[src/rtl/calc_resp_collector_if.sv]
// calc_resp_collector_if: DUT response ports plus the serialised collector stream; CALC_RESP_STATS_EN adds handshake counters
interface calc_resp_collector_if #(
  parameter int DATA_WIDTH = 32
);
  logic [1:0] out_resp1, out_resp2, out_resp3, out_resp4;
  logic [1:0] out_tag1, out_tag2, out_tag3, out_tag4;
  logic [DATA_WIDTH-1:0] out_data1, out_data2, out_data3, out_data4;
  logic col_valid;
  logic col_ready;
  logic [1:0] col_port;
  logic [1:0] col_resp;
  logic [1:0] col_tag;
  logic [DATA_WIDTH-1:0] col_data;
  logic [3:0] ovf_flag;
`ifdef CALC_RESP_STATS_EN
  logic [15:0] resp_count;
  logic [15:0] err_count;
  modport master (
    output out_resp1, out_resp2, out_resp3, out_resp4,
    output out_tag1, out_tag2, out_tag3, out_tag4,
    output out_data1, out_data2, out_data3, out_data4,
    output col_ready,
    input col_valid, col_port, col_resp, col_tag, col_data, ovf_flag,
    input resp_count, err_count
  );
  modport slave (
    input out_resp1, out_resp2, out_resp3, out_resp4,
    input out_tag1, out_tag2, out_tag3, out_tag4,
    input out_data1, out_data2, out_data3, out_data4,
    input col_ready,
    output col_valid, col_port, col_resp, col_tag, col_data, ovf_flag,
    output resp_count, err_count
  );
`else
  modport master (
    output out_resp1, out_resp2, out_resp3, out_resp4,
    output out_tag1, out_tag2, out_tag3, out_tag4,
    output out_data1, out_data2, out_data3, out_data4,
    output col_ready,
    input col_valid, col_port, col_resp, col_tag, col_data, ovf_flag
  );
  modport slave (
    input out_resp1, out_resp2, out_resp3, out_resp4,
    input out_tag1, out_tag2, out_tag3, out_tag4,
    input out_data1, out_data2, out_data3, out_data4,
    input col_ready,
    output col_valid, col_port, col_resp, col_tag, col_data, ovf_flag
  );
`endif
endinterface

[src/rtl/calc_resp_collector.sv]
// calc_resp_collector: buffers four DUT response ports in per-port FIFOs and serialises them round-robin onto one valid/ready stream; CALC_RESP_STATS_EN adds resp_count/err_count
module calc_resp_collector #(
  parameter int DATA_WIDTH = 32,
  parameter int FIFO_DEPTH = 4
) (
  input logic PClk,
  input logic Rst,
  calc_resp_collector_if.slave bus
);
  localparam int AW = $clog2(FIFO_DEPTH);
  localparam int EW = DATA_WIDTH + 4;
  logic [1:0] in_resp [4];
  logic [1:0] in_tag [4];
  logic [DATA_WIDTH-1:0] in_data [4];
  logic [EW-1:0] head [4];
  logic [3:0] nonempty, pop, want, push_ok;
  logic [1:0] last_grant, win;
  logic load;
  assign in_resp = '{bus.out_resp1, bus.out_resp2, bus.out_resp3, bus.out_resp4};
  assign in_tag = '{bus.out_tag1, bus.out_tag2, bus.out_tag3, bus.out_tag4};
  assign in_data = '{bus.out_data1, bus.out_data2, bus.out_data3, bus.out_data4};
  assign load = (!bus.col_valid || bus.col_ready) && |nonempty;
  // round-robin pick: the first non-empty port after last_grant wins (smallest offset has priority)
  always_comb begin
    win = last_grant;
    for (int k = 4; k >= 1; k--) win = nonempty[last_grant + 2'(k)] ? last_grant + 2'(k) : win;
  end
  for (genvar i = 0; i < 4; i++) begin : g_fifo
    logic [EW-1:0] mem [FIFO_DEPTH];
    logic [AW-1:0] wr_ptr, rd_ptr;
    logic [AW:0] cnt;
    assign want[i] = in_resp[i] != 2'd0;
    assign pop[i] = load && win == 2'(i);
    assign push_ok[i] = want[i] && (cnt < (AW+1)'(FIFO_DEPTH) || pop[i]);
    assign nonempty[i] = cnt != '0;
    assign head[i] = mem[rd_ptr];
    // per-port FIFO; a pop frees a slot for a push on the same edge even when full
    always_ff @(posedge PClk) begin
      if (Rst) begin
        wr_ptr <= '0;
        rd_ptr <= '0;
        cnt <= '0;
      end else begin
        if (push_ok[i]) begin
          mem[wr_ptr] <= {in_resp[i], in_tag[i], in_data[i]};
          wr_ptr <= wr_ptr + AW'(1);
        end
        if (pop[i]) rd_ptr <= rd_ptr + AW'(1);
        cnt <= cnt + (AW+1)'(push_ok[i]) - (AW+1)'(pop[i]);
      end
    end
  end
  // output register: load the winner when free or being accepted, drop valid after the last handshake
  always_ff @(posedge PClk) begin
    if (Rst) begin
      bus.col_valid <= 1'b0;
      bus.col_port <= '0;
      bus.col_resp <= '0;
      bus.col_tag <= '0;
      bus.col_data <= '0;
      last_grant <= 2'd3;
    end else if (load) begin
      bus.col_valid <= 1'b1;
      bus.col_port <= win;
      {bus.col_resp, bus.col_tag, bus.col_data} <= head[win];
      last_grant <= win;
    end else if (bus.col_ready) bus.col_valid <= 1'b0;
  end
  // sticky per-port overflow: a response arrived that could not be buffered
  always_ff @(posedge PClk) bus.ovf_flag <= Rst ? 4'd0 : bus.ovf_flag | (want & ~push_ok);
`ifdef CALC_RESP_STATS_EN
  logic hs;
  assign hs = bus.col_valid && bus.col_ready;
  // saturating counters of accepted entries and of accepted error entries
  always_ff @(posedge PClk) begin
    if (Rst) begin
      bus.resp_count <= '0;
      bus.err_count <= '0;
    end else if (hs) begin
      if (bus.resp_count != 16'hFFFF) bus.resp_count <= bus.resp_count + 16'd1;
      if (bus.col_resp == 2'd2 && bus.err_count != 16'hFFFF) bus.err_count <= bus.err_count + 16'd1;
    end
  end
`endif
endmodule
[src/flat_wrapper.sv]
// flat-port wrapper written by rule: the top's interface ports become plain ports
module calc_resp_collector_flat 
#(
  parameter int DATA_WIDTH = 32,
  parameter int FIFO_DEPTH = 4
)
  (PClk, Rst, bus_out_resp1, bus_out_resp2, bus_out_resp3, bus_out_resp4, bus_out_tag1, bus_out_tag2, bus_out_tag3, bus_out_tag4, bus_out_data1, bus_out_data2, bus_out_data3, bus_out_data4, bus_col_ready, bus_col_valid, bus_col_port, bus_col_resp, bus_col_tag, bus_col_data, bus_ovf_flag);
  calc_resp_collector_if #(.DATA_WIDTH(DATA_WIDTH)) bus_i ();
  input logic PClk;
  input logic Rst;
  input wire logic [$bits(bus_i.out_resp1)-1:0] bus_out_resp1;
  input wire logic [$bits(bus_i.out_resp2)-1:0] bus_out_resp2;
  input wire logic [$bits(bus_i.out_resp3)-1:0] bus_out_resp3;
  input wire logic [$bits(bus_i.out_resp4)-1:0] bus_out_resp4;
  input wire logic [$bits(bus_i.out_tag1)-1:0] bus_out_tag1;
  input wire logic [$bits(bus_i.out_tag2)-1:0] bus_out_tag2;
  input wire logic [$bits(bus_i.out_tag3)-1:0] bus_out_tag3;
  input wire logic [$bits(bus_i.out_tag4)-1:0] bus_out_tag4;
  input wire logic [$bits(bus_i.out_data1)-1:0] bus_out_data1;
  input wire logic [$bits(bus_i.out_data2)-1:0] bus_out_data2;
  input wire logic [$bits(bus_i.out_data3)-1:0] bus_out_data3;
  input wire logic [$bits(bus_i.out_data4)-1:0] bus_out_data4;
  input wire logic [$bits(bus_i.col_ready)-1:0] bus_col_ready;
  output wire logic [$bits(bus_i.col_valid)-1:0] bus_col_valid;
  output wire logic [$bits(bus_i.col_port)-1:0] bus_col_port;
  output wire logic [$bits(bus_i.col_resp)-1:0] bus_col_resp;
  output wire logic [$bits(bus_i.col_tag)-1:0] bus_col_tag;
  output wire logic [$bits(bus_i.col_data)-1:0] bus_col_data;
  output wire logic [$bits(bus_i.ovf_flag)-1:0] bus_ovf_flag;
  assign bus_i.out_resp1 = bus_out_resp1;
  assign bus_i.out_resp2 = bus_out_resp2;
  assign bus_i.out_resp3 = bus_out_resp3;
  assign bus_i.out_resp4 = bus_out_resp4;
  assign bus_i.out_tag1 = bus_out_tag1;
  assign bus_i.out_tag2 = bus_out_tag2;
  assign bus_i.out_tag3 = bus_out_tag3;
  assign bus_i.out_tag4 = bus_out_tag4;
  assign bus_i.out_data1 = bus_out_data1;
  assign bus_i.out_data2 = bus_out_data2;
  assign bus_i.out_data3 = bus_out_data3;
  assign bus_i.out_data4 = bus_out_data4;
  assign bus_i.col_ready = bus_col_ready;
  assign bus_col_valid = bus_i.col_valid;
  assign bus_col_port = bus_i.col_port;
  assign bus_col_resp = bus_i.col_resp;
  assign bus_col_tag = bus_i.col_tag;
  assign bus_col_data = bus_i.col_data;
  assign bus_ovf_flag = bus_i.ovf_flag;
  calc_resp_collector #(.DATA_WIDTH(DATA_WIDTH), .FIFO_DEPTH(FIFO_DEPTH)) u_core (.PClk(PClk), .Rst(Rst), .bus(bus_i));
endmodule
[config.mk]
export PLATFORM = sky130hd
export DESIGN_NAME = calc_resp_collector_flat
export DESIGN_NICKNAME = d
export VERILOG_FILES = /design/src/rtl/calc_resp_collector_if.sv /design/src/rtl/calc_resp_collector.sv /design/src/flat_wrapper.sv
export SDC_FILE = /design/constraint.sdc
export NUM_CORES = 1
export LEC_CHECK = 0
export CAP_MARGIN = 20
export CELL_PAD_IN_SITES_DETAIL_PLACEMENT = 0
export CELL_PAD_IN_SITES_GLOBAL_PLACEMENT = 1
export CORE_AREA = 5 5 248 250
export CTS_CLUSTER_SIZE = 28
export DETAILED_ROUTE_END_ITERATION = 6
export DIE_AREA = 0 0 253 255
export MAX_ROUTING_LAYER = met4
export PLACE_DENSITY_LB_ADDON = 0.1
export RECOVER_POWER = 25
export SYNTH_ARGS = -nofsm -noshare
export SYNTH_HDL_FRONTEND = slang
export SYNTH_SLANG_ARGS = --single-unit
export TNS_END_PERCENT = 30
[constraint.sdc]
create_clock -name PClk -period 4.25 [get_ports PClk]
set_input_delay 0.425 -clock PClk [delete_from_list [all_inputs] [get_ports PClk]]
set_output_delay 0.425 -clock PClk [all_outputs]
set_load 0.05 [all_outputs]
After elaboration in Yosys (flattened, before gate mapping)
Memory sizes are Yosys's and may differ from the RTL's. A register that Yosys moved wholly into a read port is not among the register bits.
Cells that the tools add are included.
Widths: inputs -> output; s select.
{ "totals": {"reg_bits": 73, "mem_bits_rw": 576, "inputBits": 147, "output_inout_bits": 43, "word_cells": 117, "n_memories": 4} }
{ "classes": {"addsub": 19, "order_cmp": 8, "eq_ne": 3, "mux": 34, "n_bitwise": 4, "n_reduce_logical": 26} }
{ "mem_list": {"columns": ["memory", "words", "width", "rd", "rd_ports_with_merged_regs", "write_ports", "line_no", "source"], "rows": [
  ["u_core.g_fifo[0].mem", 4, 36, 1, 1, 1, "calc_resp_collector.sv:29", "logic [EW-1:0] mem [FIFO_DEPTH];"],
  ["u_core.g_fifo[1].mem", 4, 36, 1, 1, 1, "calc_resp_collector.sv:29", null],
  ["u_core.g_fifo[2].mem", 4, 36, 1, 1, 1, "calc_resp_collector.sv:29", null],
  ["u_core.g_fifo[3].mem", 4, 36, 1, 1, 1, "calc_resp_collector.sv:29", null]
]} }
{ "op_table": {"columns": ["operator", "n"], "rows": [
  ["$bmux 36 s2", 1],
  ["$mux 36", 2],
  ["$mux 2", 11],
  ["$add 2x1->2 const B", 9],
  ["$mux 1", 17],
  ["$add 3x1->3", 4],
  ["$lt 3x3->1 const B", 4],
  ["$reduce_bool 3->1", 4],
  ["$sub 3x1->3", 4],
  ["$reduce_bool 2->1", 5],
  ["$logic_and 1x1->1", 9],
  ["$lt 2x3->1 const B", 3],
  ["$bmux 1 s2", 3],
  ["$logic_or 1x1->1", 5],
  ["$add 2x2->2 const B", 2],
  ["$and 4x4->4", 1],
  ["$eq 2x2->1 const B", 2],
  ["$not 4->4", 1],
  ["$or 4x4->4", 1],
  ["$reduce_or 4->1", 1],
  ["$ge 3x3->1 const B", 1],
  ["$not 2->3", 1],
  ["$eq 2x1->1 const B", 1],
  ["$logic_not 2->1", 1],
  ["$logic_not 1->1", 1]
]} }

Logic depth before layout (Yosys ltp)
Gate-level depths: netlist of the first run.
{ "depth": {"depth_word": 13, "mapped_depth": 15, "ltp_nobuf": 14} }

Worst setup path after synthesis of the first run
Ideal clock, no wire load.
{ "synth_timing": {"path_type": "register to register", "startpoint": "register u_core.g_fifo[0].cnt[2]", "endpoint": "memory u_core.g_fifo[2].mem[3][0] in the netlist's numbering (enable)", "setup_ns": 0.482, "arrival_time_ns": 4.237, "required_ns": 3.768, "setup_slack_ns": -0.468, "stages_incl_launch_ff": 8, "n_path_buf": 0, "period_less_slack_ns": 4.718, "cell_sequence": "dfxtp_1 > or3_1 > o221ai_2 > nand4_2 > o21ai_1 > o21a_2 > inv_2 > nor3b_1"} }
{ "synth_via": {"elab_chain_len": 13} }
{ "synth_lines": {"columns": ["item", "line_no", "source"], "rows": [
  ["start: declaration", "calc_resp_collector.sv:31", "logic [AW:0] cnt;"],
  ["start signal: assignment", "calc_resp_collector.sv:49", "cnt <= cnt + (AW+1)'(push_ok[i]) - (AW+1)'(pop[i]);"],
  ["$reduce_bool 3->1 (*)", "calc_resp_collector.sv:35", "assign nonempty[i] = cnt != '0;"],
  ["$bmux 1 s2", "calc_resp_collector.sv:26", "for (int k = 4; k >= 1; k--) win = nonempty[last_grant + 2'(k)] ? last_grant + 2'(k) : win;"],
  ["$mux 1 (implied by the code)", "calc_resp_collector.sv:26", null],
  ["$mux 2 (3 in series)", "calc_resp_collector.sv:26", null],
  ["$eq 2x2->1", "calc_resp_collector.sv:33", "assign pop[i] = load && win == 2'(i);"],
  ["$logic_and 1x1->1 (*)", "calc_resp_collector.sv:33", null],
  ["$logic_or 1x1->1 (*)", "calc_resp_collector.sv:34", "assign push_ok[i] = want[i] && (cnt < (AW+1)'(FIFO_DEPTH) || pop[i]);"],
  ["$logic_and 1x1->1 (*)", "calc_resp_collector.sv:34", null],
  ["$mux 1 (*)", "calc_resp_collector.sv:44", "if (push_ok[i]) begin"],
  ["$mux 1 (*)", "calc_resp_collector.sv:39", "if (Rst) begin"],
  ["$mux 1 (implied by the code) (*)", "calc_resp_collector.sv:45", "mem[wr_ptr] <= {in_resp[i], in_tag[i], in_data[i]};"],
  ["end: declaration", "calc_resp_collector.sv:29", null]
]} }
Every way passes the cells marked *; elsewhere a longest branch is shown, timed or not. The select of a mux whose other input is x is not followed.

Final worst setup path of the first run
{ "layout_timing": {"startpoint": "register u_core.g_fifo[0].cnt[2]", "endpoint": "register u_core.g_fifo[2].cnt[2]"} }
{ "layout_via": {"elab_chain_len": 12} }
{ "layout_lines": {"columns": ["item", "line_no"], "rows": [
  ["$reduce_bool 3->1 (*)", "calc_resp_collector.sv:35"],
  ["$bmux 1 s2", "calc_resp_collector.sv:26"],
  ["$mux 1 (implied by the code)", "calc_resp_collector.sv:26"],
  ["$mux 2 (3 in series)", "calc_resp_collector.sv:26"],
  ["$eq 2x2->1", "calc_resp_collector.sv:33"],
  ["$logic_and 1x1->1 (*)", "calc_resp_collector.sv:33"],
  ["$logic_or 1x1->1", "calc_resp_collector.sv:34"],
  ["$logic_and 1x1->1", "calc_resp_collector.sv:34"],
  ["$add 3x1->3", "calc_resp_collector.sv:49"],
  ["$sub 3x1->3 (*)", "calc_resp_collector.sv:49"],
  ["end signal: assignment", "calc_resp_collector.sv:49"],
  ["end: declaration", "calc_resp_collector.sv:31"]
]} }
Marks and branches as above.
A chain may end at the register's enable or synchronous reset.

==> reports/qor.txt, run 1 <==
worst-margin pin slew: 1080 ps
outcome: finished, final reports clean
vias post-DR: 12.7k
most common cell after layout, fill and taps aside: edfxtp_1
net count after synthesis: 1487
crit path launch type: register
GP Congestion: 0.766
count of final hold-check violations: 0
Leak: 10.2 nW
deepest clock path buffer count: 3
Die Area: 0.0645 sq mm
max_slew headroom: 0.277
Req. time, crit path: 4710 ps
Setup Skew: 23.2 ps
Post-Syn Area: 0.0251 sq mm
Post-Syn Instances: 1312
Worst Setup SP: u_core.g_fifo[0].cnt[2]$_SDFF_PP0_
final wirelength: 58500 um
max incr delay on CP: 450 ps
DIE WIDTH: 253 um
Max Slew Vio Count: 0
CTS tree: yes
CP max FO: 5
syn avg cell area: 19.1 sq um
initial antenna violation count: 3
PD cells: 668 mW/mm^2
fin crit share: 0.774
Die Ht: 255 um
RR Startpoint: u_core.g_fifo[0].cnt[2]$_SDFF_PP0_
first-pass GRT wire length: 86200 um
DRT Pass-1 Iters: 5
Main synth FF type: edfxtp_1
#FFs+latches synth: 657
warning count from the yosys run: 0
Max Cap Viol: 0
total buffers and inverters traversed by the critical path: 3
Post-synth EDFFs: 576
vias in the first global route: 13.1k
hold path start: Rst
cell area after layout: 0.0304 sq mm
RSZ-0062 raised after global routing: no
Initial Util: 0.427
WL/cell: 24.7 um
crit path time final: 3290 ps
most frequent cells in the layout: 576 x edfxtp_1, 146 x nand2_1, 144 x mux4_2, 106 x clkdlybuf4s50_1, 82 x dlygate4sd3_1
cts repair resizes: 0
Setup Buffers After CTS: 0
Reg clk slew, reported paths: 60 ps
Async SR Flop Fraction: 0
H-tree depth: 3
remaining antenna violation count: 0
Seq/Total Area, Yosys: 0.753
placed cell area: 0.0280 sq mm
area delta synth->final: 21.2%
family with the most delay on the worst path: adder cells
final setup fails: 0
Clock Root Buffer: clkbuf_16
Hold Path Class: primary input to register
layout cells sized above 1: 0.208
row cnt: 89
Max Clk Rate: 304 MHz
drt first-iter violations: 1070
GR Util All Layers: 0.186
CP arrival: 3750 ps
total grt overflow: 0
Yosys cell types: 46
post-route insts no fill: 2371
pin count of the biggest net entering global routing: 65
Final nets: 1718
Residual DRC: 0
placed cells: 2242
Ports: 190
vias per std cell: 5.35
core region area: 0.0588 sq mm
later-pin clock latency in the skew report: 600 ps
crit path max-delay cell type: or3_1
Antenna diodes: 0
CTS buffer count: 71
clk sinks: 657
Post-CTS Hold Fix Bufs: 0
CP Capture Type: register
Post-DP HPWL: 37900 um
worst-case vdd ir drop: 363 uV
crit path kind: register to register
PortBufs: 189
CP cell instances: or3_1, o221ai_2, nand4_2, o21ai_1, o21a_2, inv_2, ha_1, inv_1, ha_1, inv_1, fa_1, xor2_1, xnor2_1, nor2_1
[power breakdown]
group	internal (mW)	leakage, nW	switching (mW)
Sequential	8.05	5.92	0.482
Clock	3.82	1.19	2.44
Combinational	2.11	3.11	3.41
Total	14.0	10.2	6.33
[worst paths after layout]
check                                       endpoint  slack, ps  cells after the start
max reg2reg       u_core.g_fifo[2].cnt[2]$_SDFF_PP0_        960                     14
min reg2reg        u_core.bus.ovf_flag[3]$_SDFF_PP0_        450                      2
min          u_core.g_fifo[0].wr_ptr[0]$_SDFFE_PP0P_        260                      2
max               u_core.g_fifo[2].cnt[2]$_SDFF_PP0_        960                     14
[synthesized netlist by cell type, types with 3 or more instances]
cell type,count,area share
o21bai_1,3,0.00090
buf_6,4,0.0018
or3_1,4,0.0010
fa_1,4,0.0032
nand3_1,4,0.00080
nand2_1,146,0.022
xnor2_1,10,0.0035
clkbuf_1,26,0.0039
a21oi_1,77,0.015
mux2i_1,4,0.0016
and2_1,8,0.0020
ha_1,24,0.012
edfxtp_1,576,0.69
xor2_1,8,0.0028
mux4_2,144,0.13
inv_2,3,0.00045
a211o_1,36,0.013
nand2b_1,6,0.0015
buf_2,27,0.0054
or2_2,3,0.00075
nor3b_1,8,0.0024
dfxtp_1,81,0.065
nor2b_1,8,0.0020
buf_1,3,0.00045
buf_4,6,0.0018
nor3_1,3,0.00060
inv_1,21,0.0031
nor2_1,39,0.0058
[layout make-up]
class | count | area, sq um
inverter | 24 | 90.1
sequential | 657 | 18900
fill | 4802 | 28400
timing repair buffer | 224 | 2200
clock inverter | 24 | 292
multi-input combinational | 565 | 5850
clock buffer | 104 | 2120
tap | 773 | 967
[kinds of logic after synthesis]
family	count (synthesis)	synth area share
flip-flops	657	0.753
AND/OR/NAND/NOR	238	0.0421
multiplexers	150	0.132
AO/OA/AOI/OAI	131	0.0351
buffers and inverters	90	0.0169
adder cells (fa/ha/maj)	28	0.0151
XOR/XNOR	18	0.00627
[worst register-to-register path, stage by stage, from the launching register on]
cell      delay (ps)
dfxtp_1          350
or3_1            450
o221ai_2         270
nand4_2          210
o21ai_1          290
o21a_2           230
inv_2             90
ha_1             300
inv_1             60
ha_1             130
inv_1             50
fa_1             390
xor2_1           160
xnor2_1          130
nor2_1            50
[per-layer routing]
| metal | GRT usage | wire [um] | part of all wire | vias to the layer above |
|---|---|---|---|---|
| met1 | 0.264 | 26200 | 0.45 | 6635 |
| met2 | 0.289 | 28400 | 0.49 | 316 |
| li1 | - | - | - | 5661 |
| met4 | 0.0441 | 929 | 0.016 | 0 |
| met3 | 0.0294 | 2890 | 0.049 | 80 |
| met5 | - | 0 | 0 | - |
[through the flow]
stage / total power, mW / util / worst slack, ps / hold slack (ps) / TNS, ps
floorplan: 12.3 / - / -468 / 482 / -134550
detailed placement: 14.4 / 0.476 / 824 / 446 / 0
global route: 21.4 / 0.518 / 747 / 258 / 0
CTS: 20.7 / 0.517 / 906 / 221 / 0
finish: 20.3 / 0.518 / 960 / 260 / 0
global placement: 14.3 / 0.476 / 819 / 434 / 0
[state kept, by name, indices dropped and copies added, names as in the netlist, named ones only]
register	count
u_core.g_fifo.mem	576
u_core.bus.col_data	32
u_core.g_fifo.cnt	12
u_core.g_fifo.rd_ptr	8
u_core.g_fifo.wr_ptr	8
u_core.bus.ovf_flag	4
u_core.bus.col_port	2
u_core.bus.col_resp	2
u_core.bus.col_tag	2
u_core.last_grant	2
u_core.bus.col_valid	1
No activity file was read; power rests on OpenSTA's default activity.
==> run 2, diff against run 1 <==
==> constraint.sdc (replaced) <==
create_clock -name PClk -period 3.4 [get_ports PClk]
set_input_delay 0.34 -clock PClk [delete_from_list [all_inputs] [get_ports PClk]]
set_output_delay 0.34 -clock PClk [all_outputs]
set_load 0.05 [all_outputs]
==> reports/qor.txt, run 2 (same netlist as run 1, synthesis figures left out) <==
PortBufs: 189
worst-margin pin slew: 807 ps
layout filler cell count: 4769
deepest clock path buffer count: 3
CP Capture Type: register
vias per std cell: 5.28
CP max FO: 5
Post-CTS Hold Fix Bufs: 0
Max Slew Vio Count: 0
register share of total power: 0.418
Comb pwr share: 0.290
RSZ-0062 raised after global routing: yes
total grt overflow: 0
most frequent cells in the layout: 576 x edfxtp_1, 146 x nand2_1, 144 x mux4_2, 106 x clkdlybuf4s50_1, 82 x dlygate4sd3_1
initial antenna violation count: 6
row cnt: 89
core region area: 0.0588 sq mm
Final nets: 1720
Register-to-Register Setup Slack: 210 ps
Ports: 190
Setup Skew: 27.9 ps
Initial Util: 0.427
crit path time final: 3190 ps
WHS: 132 ps
crit path launch type: register
Post-DP HPWL: 40400 um
Req. time, crit path: 3850 ps
total power: 25.3 mW
Max Clk Rate: 313 MHz
most flop-heavy register: u_core.g_fifo.mem
CP arrival: 3650 ps
max_slew headroom: 0.462
hold depth: 2
clock power share: 0.292
outcome: finished, final reports clean
most common cell after layout, fill and taps aside: edfxtp_1
Clock Root Buffer: clkbuf_16
internal power: 17.3 mW
Leak: 10.2 nW
GR Util All Layers: 0.192
worst r2r dst: u_core.g_fifo[2].cnt[2]$_SDFF_PP0_
max incr delay on CP: 410 ps
remaining antenna violation count: 0
reg2reg path depth: 14
CTS tree: yes
worst-case vdd ir drop: 951 uV
DIE WIDTH: 253 um
crit path max-delay cell type: or3_1
Hold Path Class: primary input to register
vias in the first global route: 13.2k
hold path start: Rst
Hold EP: u_core.g_fifo[0].wr_ptr[1]$_SDFFE_PP0P_
Largest regs: u_core.g_fifo.mem (576), u_core.bus.col_data (32), u_core.g_fifo.cnt (12)
CTS buffer count: 70
final setup fails: 0
GP Congestion: 0.842
Psw: 8.02 mW
first-pass GRT wire length: 87000 um
switching share of power: 0.317
WL/cell: 25.5 um
crit path kind: register to register
PD cells: 828 mW/mm^2
later-pin clock latency in the skew report: 600 ps
H-tree depth: 3
pin count of the biggest net entering global routing: 74
drt first-iter violations: 850
DRT Pass-1 Iters: 5
Die Area: 0.0645 sq mm
clk sinks: 657
count of final hold-check violations: 0
fin crit share: 0.939
final wirelength: 60500 um
layout cells sized above 1: 0.197
CP cell instances: or3_1, o221ai_2, nand4_2, o21ai_1, o21a_2, inv_2, ha_1, inv_1, ha_1, inv_1, fa_1, xor2_1, xnor2_1, nor2_1
Residual DRC: 0
area delta synth->final: 21.5%
Max Cap Viol: 0
RR Startpoint: u_core.g_fifo[1].cnt[2]$_SDFF_PP0_
number of flip-flops in the largest register: 576
Die Ht: 255 um
vias post-DR: 12.5k
Reg clk slew, reported paths: 60 ps
==> run 2: power by group through the flow <==
stage | Sequential (mW) | Combinational [mW] | Clock [mW]
after floorplan | 11.0 | 4.37 | 0
after CTS | 10.6 | 7.55 | 7.58
after global placement | 10.7 | 7.51 | 0
final | 10.6 | 7.33 | 7.39
after global routing | 10.7 | 7.94 | 7.91
after detailed placement | 10.7 | 7.52 | 0
==> run 2: through the flow <==
| step | setup TNS, ps | setup WS, ps | area (sq um) | std cells | util |
|---|---|---|---|---|---|
| floorplan | -19210 | -71.6 | 25200 | 1312 | - |
| global placement | 0 | 153 | 28300 | 2246 | 0.481 |
| detailed placement | 0 | 139 | 28300 | 2246 | 0.481 |
| CTS | 0 | 85.6 | 30500 | 2368 | 0.519 |
| global route | -10.6 | -10.6 | 30500 | 2369 | 0.519 |
| finish | 0 | 209 | 30500 | 2370 | 0.519 |
==> run 2: per-layer routing <==
| layer | share of wire | vias to the layer above | routed length [um] | global-route usage |
|---|---|---|---|---|
| li1 | - | 5648 | - | - |
| met5 | 0 | - | 0 | - |
| met4 | 0.019 | 0 | 1150 | 0.0509 |
| met2 | 0.52 | 345 | 31500 | 0.326 |
| met3 | 0.059 | 79 | 3590 | 0.0353 |
| met1 | 0.40 | 6448 | 24300 | 0.242 |
==> run 2: what timing repair did <==
| action | CTS | global route |
|---|---|---|
| setup endpoints to repair | 0 | 2 |
| buffers inserted | 0 | 0 |
| resized for setup | 0 | 2 |
==> run 2: how the worst max path moves through the flow <==
stage                                       start  depth (start not counted)  slack (ps)                              endpoint
2_1_floorplan  u_core.g_fifo[0].cnt[2]$_SDFF_PP0_                          7         -70  u_core.g_fifo[2].mem[0][0]$_DFFE_PP_
3_3_place_gp   u_core.g_fifo[1].cnt[2]$_SDFF_PP0_                         14         150    u_core.g_fifo[2].cnt[2]$_SDFF_PP0_
3_5_place_dp   u_core.g_fifo[1].cnt[2]$_SDFF_PP0_                         14         140    u_core.g_fifo[2].cnt[2]$_SDFF_PP0_
4_1_cts        u_core.g_fifo[1].cnt[2]$_SDFF_PP0_                         14          90    u_core.g_fifo[2].cnt[2]$_SDFF_PP0_
5_1_grt        u_core.g_fifo[1].cnt[2]$_SDFF_PP0_                         13         -10    u_core.g_fifo[3].cnt[2]$_SDFF_PP0_
6_report       u_core.g_fifo[1].cnt[2]$_SDFF_PP0_                         14         210    u_core.g_fifo[2].cnt[2]$_SDFF_PP0_
==> run 2: layout make-up <==
| type | instances | area [sq um] | area share |
|---|---|---|---|
| Tap cell | 773 | 967 | 0.0317 |
| Clock inverter | 30 | 288 | 0.00942 |
| Inverter | 24 | 90.1 | 0.00295 |
| Multi-Input combinational cell | 565 | 5900 | 0.193 |
| Clock buffer | 92 | 1930 | 0.0631 |
| Antenna cell | 2 | 5.00 | 0.000164 |
| Sequential cell | 657 | 18900 | 0.620 |
| Timing Repair Buffer | 227 | 2430 | 0.0797 |
==> run 2: critical path, delay by kind of cell (launching register included) <==
family | cells | cell delay, ps
adder cells (fa/ha/maj) | 3 | 840
flip-flops | 1 | 380
AND/OR/NAND/NOR | 3 | 650
buffers and inverters | 3 | 210
AO/OA/AOI/OAI | 3 | 660
XOR/XNOR | 2 | 320
==> run 3, diff against run 2 <==
--- a/config.mk
+++ b/config.mk
@@ -12,6 +12,7 @@
 export CTS_CLUSTER_SIZE = 28
 export DETAILED_ROUTE_END_ITERATION = 6
 export DIE_AREA = 0 0 253 255
+export GPL_TIMING_DRIVEN = 0
 export MAX_ROUTING_LAYER = met4
 export PLACE_DENSITY_LB_ADDON = 0.1
 export RECOVER_POWER = 25
==> reports/qor.txt, run 3 (same netlist as run 1, synthesis figures left out) <==
outcome: finished, final reports clean
deepest clock path buffer count: 3
Die Ht: 255 um
count of final hold-check violations: 0
Register-to-Register Setup Slack: 160 ps
DRT Pass-1 Iters: 4
core region area: 0.0588 sq mm
Largest regs: u_core.g_fifo.mem (576), u_core.bus.col_data (32), u_core.g_fifo.cnt (12)
total grt overflow: 0
CTS tree: yes
Max Cap Viol: 0
Leak: 10.4 nW
Req. time, crit path: 3860 ps
worst r2r dst: u_core.g_fifo[3].cnt[2]$_SDFF_PP0_
Max Clk Rate: 308 MHz
crit path kind: register to register
most flop-heavy register: u_core.g_fifo.mem
Hold Path Class: primary input to register
layout cells sized above 1: 0.210
most frequent cells in the layout: 576 x edfxtp_1, 146 x nand2_1, 144 x mux4_2, 108 x clkdlybuf4s50_1
max_slew headroom: 0.338
initial antenna violation count: 10
GR Util All Layers: 0.199
final wirelength: 62200 um
Final nets: 1774
later-pin clock latency in the skew report: 600 ps
PD cells: 831 mW/mm^2
crit path launch type: register
Final Worst Setup Slack: 157 ps
reg2reg path depth: 13
clk sinks: 657
Clock Root Buffer: clkbuf_16
DIE WIDTH: 253 um
first-pass GRT wire length: 89400 um
GP Congestion: 0.881
Worst Setup SP: u_core.g_fifo[0].cnt[2]$_SDFF_PP0_
Setup Skew: 10.6 ps
CP Capture Type: register
row cnt: 89
pin count of the biggest net entering global routing: 32
Max Slew Vio Count: 0
CP max FO: 5
Reg clk slew, reported paths: 60 ps
worst-case vdd ir drop: 444 uV
hold depth: 1
RSZ-0062 raised after global routing: no
vias post-DR: 12.9k
CTS buffer count: 69
H-tree depth: 3
setup TNS: 0 ps
crit path time final: 3240 ps
CP arrival: 3700 ps
WL/cell: 25.6 um
CP endpoint: u_core.g_fifo[3].cnt[2]$_SDFF_PP0_
Place WS: -488 ps
Post-CTS Hold Fix Bufs: 0
Ports: 190
Post-DP HPWL: 44900 um
most common cell after layout, fill and taps aside: edfxtp_1
number of flip-flops in the largest register: 576
Die Area: 0.0645 sq mm
PortBufs: 189
drt first-iter violations: 976
remaining antenna violation count: 0
Initial Util: 0.427
RR Startpoint: u_core.g_fifo[0].cnt[2]$_SDFF_PP0_
Core Util, Final: 0.525
worst-margin pin slew: 993 ps
fin crit share: 0.954
vias per std cell: 5.30
vias in the first global route: 13.4k
area delta synth->final: 23.0%
Residual DRC: 0
final setup fails: 0
layout filler cell count: 4770
[run 3: repair_timing]
action                                  4_1_cts  5_1_grt
resized for setup                             4       10
setup buffers                                 2        2
pin swaps                                     2        4
endpoints found under the setup margin       50       18
[run 3: per-layer routing]
metal / up-vias / GRT usage / share of wire
met1: 6693 / 0.258 / 0.41
met2: 354 / 0.330 / 0.51
met3: 69 / 0.0386 / 0.058
met4: 0 / 0.0474 / 0.016
li1: 5778 / - / -
met5: - / - / 0
[run 3: through the flow]
step                instance area (sq um)  power, mW  hold slack (ps)  cells
detailed placement                  28600       18.5              442   2298
global route                        30900       26.9              424   2430
CTS                                 30800       25.9              336   2428
global placement                    28000       18.2              442   2274
finish                              30900       25.7              403   2432
floorplan                           25200       15.4              439   1312
[run 3: where the power goes]
group	total (mW)	internal (mW)	switching (mW)
registers	10.5	10.1	0.447
clock network	7.34	4.33	3.01
logic	7.84	3.02	4.82
total	25.7	17.4	8.27
[run 3: how the worst min path moves through the flow]
stage	from	to	slack (ps)
floorplan	bus_out_data1[0]	u_core.g_fifo[0].mem[0][0]$_DFFE_PP_	440
global placement	u_core.bus.ovf_flag[3]$_SDFF_PP0_	u_core.bus.ovf_flag[3]$_SDFF_PP0_	440
detailed placement	u_core.bus.ovf_flag[3]$_SDFF_PP0_	u_core.bus.ovf_flag[3]$_SDFF_PP0_	440
CTS	bus_out_data3[31]	u_core.g_fifo[2].mem[3][31]$_DFFE_PP_	340
global route	bus_out_data3[12]	u_core.g_fifo[2].mem[3][12]$_DFFE_PP_	420
finish	bus_out_data4[24]	u_core.g_fifo[3].mem[0][24]$_DFFE_PP_	400
[run 3: worst max-delay path, stage by stage (launching register included)]
cell and delay, ps:
dfxtp_1 370, or3_4 440, o221ai_4 230, nand4_4 200, o21ai_4 240, o21a_2 200, inv_2 110, ha_1 300
inv_1 40, ha_1 200, fa_1 400, xnor2_1 180, xnor2_1 130, nor2_1 50
[run 3: final cells by class]
| cell class | instances | area [sq um] | share of cell area |
|---|---|---|---|
| sequential | 657 | 18900 | 0.612 |
| clock inverter | 31 | 298 | 0.00964 |
| tap | 773 | 967 | 0.0313 |
| timing repair buffer | 217 | 2400 | 0.0776 |
| antenna | 3 | 7.51 | 0.000243 |
| buffer | 65 | 334 | 0.0108 |
| clock buffer | 97 | 1920 | 0.0620 |
| inverter | 24 | 92.6 | 0.00300 |
| multi-input combinational | 565 | 5960 | 0.193 |
